### config.mk
export PLATFORM = sky130hd
export DESIGN_NAME = audio_data_rx
export DESIGN_NICKNAME = d
export VERILOG_FILES = /design/src/rtl/audio_data_rx.sv
export SDC_FILE = /design/constraint.sdc
export NUM_CORES = 1
export LEC_CHECK = 0
export CAP_MARGIN = 10
export CORE_AREA = 2 2 74 76
export CTS_BUF_LIST = sky130_fd_sc_hd__clkbuf_2 sky130_fd_sc_hd__clkbuf_4 sky130_fd_sc_hd__clkbuf_8
export DETAILED_ROUTE_END_ITERATION = 6
export DIE_AREA = 0 0 76 78
export PLACE_DENSITY = 0.85
export SLEW_MARGIN = 25
export SYNTH_ARGS = -nofsm -noshare
export SYNTH_HDL_FRONTEND = slang
export SYNTH_SLANG_ARGS = --single-unit
### constraint.sdc
create_clock -name clk -period 6.5 [get_ports clk]
set_input_delay 1.3 -clock clk [delete_from_list [all_inputs] [get_ports clk]]
set_output_delay 1.3 -clock clk [all_outputs]
set_load 0.05 [all_outputs]
### src/rtl/audio_data_rx.sv
// rtl/audio_data_rx.sv - serial audio frame receiver with left/right word capture
// Decodes LEFT/RIGHT/GAP from a frame counter and hands words to a valid/ready consumer.
module audio_data_rx #(
  parameter int WORD_BITS = 16,
  parameter int FRAME_LEN = 251
) (
  input  logic                 clk,
  input  logic                 reset_n,
  input  logic                 en,
  input  logic                 data_bit,
  input  logic                 frame_sync,
  output logic [WORD_BITS-1:0] left,
  output logic [WORD_BITS-1:0] right,
  output logic                 valid,
  input  logic                 ready,
  output logic                 overrun
);

  localparam int FCW = $clog2(FRAME_LEN);
  localparam logic [FCW-1:0] FC_LAST  = FCW'(FRAME_LEN - 1);
  localparam logic [FCW-1:0] FC_RIGHT = FCW'(WORD_BITS);
  localparam logic [FCW-1:0] FC_GAP   = FCW'(2 * WORD_BITS);
  localparam logic [FCW-1:0] FC_LOAD  = FCW'(2 * WORD_BITS - 1);

  typedef enum logic [1:0] {ST_LEFT, ST_RIGHT, ST_GAP} state_t;

  state_t                state_q, state_d, st_cur;
  logic [FCW-1:0]        fc_q, fc_d, fc_cur;
  logic [WORD_BITS-1:0]  lsr_q, lsr_d;
  logic [WORD_BITS-1:0]  rsr_q, rsr_d;
  logic [WORD_BITS-1:0]  left_q, left_d;
  logic [WORD_BITS-1:0]  right_q, right_d;
  logic                  valid_q, valid_d;
  logic                  overrun_q, overrun_d;
  logic                  load;

  always_ff @(posedge clk or negedge reset_n) begin
    if (!reset_n) begin
      state_q   <= ST_LEFT;
      fc_q      <= '0;
      lsr_q     <= '0;
      rsr_q     <= '0;
      left_q    <= '0;
      right_q   <= '0;
      valid_q   <= 1'b0;
      overrun_q <= 1'b0;
    end else begin
      state_q   <= state_d;
      fc_q      <= fc_d;
      lsr_q     <= lsr_d;
      rsr_q     <= rsr_d;
      left_q    <= left_d;
      right_q   <= right_d;
      valid_q   <= valid_d;
      overrun_q <= overrun_d;
    end
  end

  // A qualified frame_sync makes this cycle behave as fc=0 / LEFT.
  always_comb begin
    fc_cur = (en && frame_sync) ? '0 : fc_q;
    st_cur = (en && frame_sync) ? ST_LEFT : state_q;
    fc_d   = fc_q;
    if (en) begin
      fc_d = (fc_cur == FC_LAST) ? '0 : fc_cur + FCW'(1);
    end
  end

  always_comb begin
    if (fc_d < FC_RIGHT) begin
      state_d = ST_LEFT;
    end else if (fc_d < FC_GAP) begin
      state_d = ST_RIGHT;
    end else begin
      state_d = ST_GAP;
    end
  end

  always_comb begin
    lsr_d     = lsr_q;
    rsr_d     = rsr_q;
    left_d    = left_q;
    right_d   = right_q;
    valid_d   = valid_q;
    overrun_d = 1'b0;
    load      = en && (fc_cur == FC_LOAD);
    if (en) begin
      case (st_cur)
        ST_LEFT:  lsr_d = {lsr_q[WORD_BITS-2:0], data_bit};
        ST_RIGHT: rsr_d = {rsr_q[WORD_BITS-2:0], data_bit};
        default:  ;
      endcase
    end
    if (valid_q && ready) begin
      valid_d = 1'b0;
    end
    // The last right bit is still on data_bit, so it is folded in here.
    if (load) begin
      left_d    = lsr_q;
      right_d   = {rsr_q[WORD_BITS-2:0], data_bit};
      valid_d   = 1'b1;
      overrun_d = valid_q && !ready;
    end
  end

  assign left    = left_q;
  assign right   = right_q;
  assign valid   = valid_q;
  assign overrun = overrun_q;

endmodule

==> key figures <==
Status
  • Status: completed

Synthesis
  • Ys Warns: 0
  • Async S/R FF share, synth: 100.0%
  • Register area share after synthesis: 61.68%
  • Most common cell in the netlist: dfrtp_1
  • Flops & latches, synth: 75
  • Top cells by area, synth: dfrtp_1 62%, mux2_2 23%, buf_6 1.1%, a21oi_1 0.99%, ha_1 0.82%
  • Yosys top cell area share: 61.68%
  • Area leader, netlist: dfrtp_1
  • Syn_nets: 213
  • Commonest cells post-synth: 75 x dfrtp_1, 62 x mux2_2, 6 x a21oi_1, 5 x inv_1, 5 x nand3_1
  • Main synth FF type: dfrtp_1
  • Post-synth EDFFs: 0
  • Yosys cell types: 37
  • Syn Inst Count: 205
  • Post-Syn Area: 0.003043 mm²
  • Synthesized area per cell: 14.84 µm²

Die
  • Chip height: 78 µm
  • Die Wd: 76 µm
  • CORE AREA: 0.005042 mm²
  • Initial Utilization: 60.35%
  • Ports: 40
  • Die area: 0.005928 mm²
  • # rows: 26

CTS
  • CTS Hold Buffers Added: 0
  • Max clock buf depth: 2
  • Worst-skew pair later-pin latency: 0.33 ns
  • Postcts setup bufs: 0
  • Root cell of the clock tree: clkbuf_8
  • Cts repair resizes: 0
  • Clock slew at reported path FFs: 0.08 ns
  • CTS Buf Count: 9
  • H-tree Lvls: 3
  • CTS tree: built
  • CTS sink count: 75

STA
  • Setup ws final: 2.083 ns
  • Final min period: 4.417 ns
  • Fin. Hold Viols: 0
  • Final Setup Violations: 0
  • Worst Tran Pin Value: 1.015 ns
  • Final period util: 67.95%
  • Clock Skew: 0.007399 ns
  • FMAX: 0.2264 GHz
  • Slew headroom: 31.83%
  • RSZ-0062 raised after global routing: false
  • Final Max Slew Viols: 0
  • Post-Route Setup TNS: 0 ns

Pwr
  • Sequential share of power: 53.7%
  • Comb power frac: 10.1%
  • Int Power: 805.7 µW
  • Overall power: 1068 µW
  • Peak supply drop: 0.2709 mV
  • Sw Share: 24.56%
  • Pwr per Cell Area: 288.1 mW/mm²
  • Psw: 262.3 µW
  • LEAKAGE: 0.001762 µW
  • Clock network fraction of total power: 36.2%

Run
  • Max-Cap Viols: 0

Global route
  • GR Overflow Total: 0
  • Global-route wire length before repair: 8466 µm
  • Largest net degree at the start of global routing: 76
  • Number of global-route vias before repair: 1,781
  • Initial antenna violation count: 0
  • GRT Overall Usage: 18.37%

Setup path
  • R2r startpoint: fc_q[0]$_DFFE_PN0P_
  • R2R depth: 8
  • CP arrival: 4.63 ns
  • Worst EP required: 6.72 ns
  • R2R Path End: left[6]$_DFFE_PN0P_
  • Worst setup path class: in2reg
  • Critical-path maximum fanout: 20
  • Setup crit end kind: register
  • Worst reg-to-reg setup slack: 3.50 ns
  • CP Launch Type: input port

Routing
  • Routed len/inst: 15.49 µm
  • Via density: 5.634
  • DRT Pass-1 Iters: 4
  • Post-Route WL: 5035 µm
  • Vias: 1,831
  • Post-route antenna net violation count: 0
  • Initial drt markers: 125
  • Residual DRC: 0

Hold path
  • Min-delay worst type: reg2reg
  • Worst Hold Launch: valid$_DFFE_PN0P_
  • Hold EP: valid$_DFFE_PN0P_
  • Hold Path Stages: 1

Place
  • Placer Congestion: 0.9010
  • Pre-CTS WS: 1.736 ns
  • Detailed Place HPWL: 3252 µm
  • Number of port buffers: 39

Cells and area
  • Fraction of final layout cells sized beyond drive strength 1: 33.73%
  • Area grow syn2layout: 21.83%
  • ANT cells: 0
  • Net count, final: 258
-- registers in the layout, indices dropped and copies added, names as in the netlist --
signal	count
lsr_q	16
overrun	1
rsr_q	15
right	16
state_q	2
fc_q	8
valid	1
left	16
-- routing by layer --
layer  vias to the layer above  wire [µm]  GRT usage (%)  share of wire (%)
li1                        834          -              -                  -
met1                       942       2311          23.63                 46
met2                        45       2426          29.46                 48
met3                        10        195          3.953                3.9
met4                         0        102          10.00                2.0
met5                         -          0              0                  0
-- worst max-delay path by stage --
| stage | start | endpoint | slack [ns] |
|---|---|---|---|
| floorplan | en | right[0]$_DFFE_PN0P_ | 3.06 |
| detailed placement | en | right[1]$_DFFE_PN0P_ | 1.74 |
| global placement | en | left[9]$_DFFE_PN0P_ | 1.87 |
| CTS | en | left[6]$_DFFE_PN0P_ | 2.09 |
| global route | en | left[3]$_DFFE_PN0P_ | 1.89 |
| finish | en | left[6]$_DFFE_PN0P_ | 2.08 |
-- cell usage in the layout (no fill, tap or decap), types with 3 or more instances in the layout --
cell / netlist / final
dfrtp_1: 75 / 75
mux2_2: 62 / 62
clkdlybuf4s50_1: 0 / 38
clkbuf_8: 0 / 9
a21oi_1: 6 / 6
inv_1: 5 / 5
nand3_1: 5 / 5
nand2_1: 4 / 4
o211ai_1: 3 / 3
buf_4: 1 / 3
-- worst max-delay path, stage by stage --
cell,delay [ns]
clkdlybuf4s50_1,0.73
a21oi_1,0.35
ha_1,0.25
nand2_1,0.09
or3_4,0.35
nor4_4,0.77
buf_4,0.41
mux2_2,0.38
-- per-stage QoR --
stage	cells	hold WS [ns]	util (%)	cell area [µm²]
finish	325	0.4975	73.52	3707
global route	325	0.5207	73.52	3707
CTS	325	0.5042	73.40	3701
detailed placement	309	0.4860	69.01	3480
global placement	309	0.4686	69.01	3480
floorplan	205	0.4736	-	3043
-- power groups by stage --
stage	logic, µW	clock network [µW]	registers (µW)
global route	120	418	582
global placement	103	0	577
detailed placement	108	0	581
CTS	110	395	573
finish	108	387	574
floorplan	82.7	0	564
-- logic make-up after synthesis --
kind of cell	after synthesis	share of synthesized area (%)
AOI/OAI and AO/OA	21	4.687
adders and majority gates	2	0.8222
DFF	75	61.68
and+or+nand+nor	31	6.949
muxes	63	23.31
buffers and inverters	13	2.550
-- area by class of cell --
cell class	instances	area [µm²]
clock buffer	10	131.4
inverter	5	18.77
sequential	75	1877
tap	70	87.58
fill	341	1335
multi-input combinational	117	1095
clock inverter	6	90.09
timing repair buffer	42	407.9
Note: power is estimated with default switching activity, not from simulation.
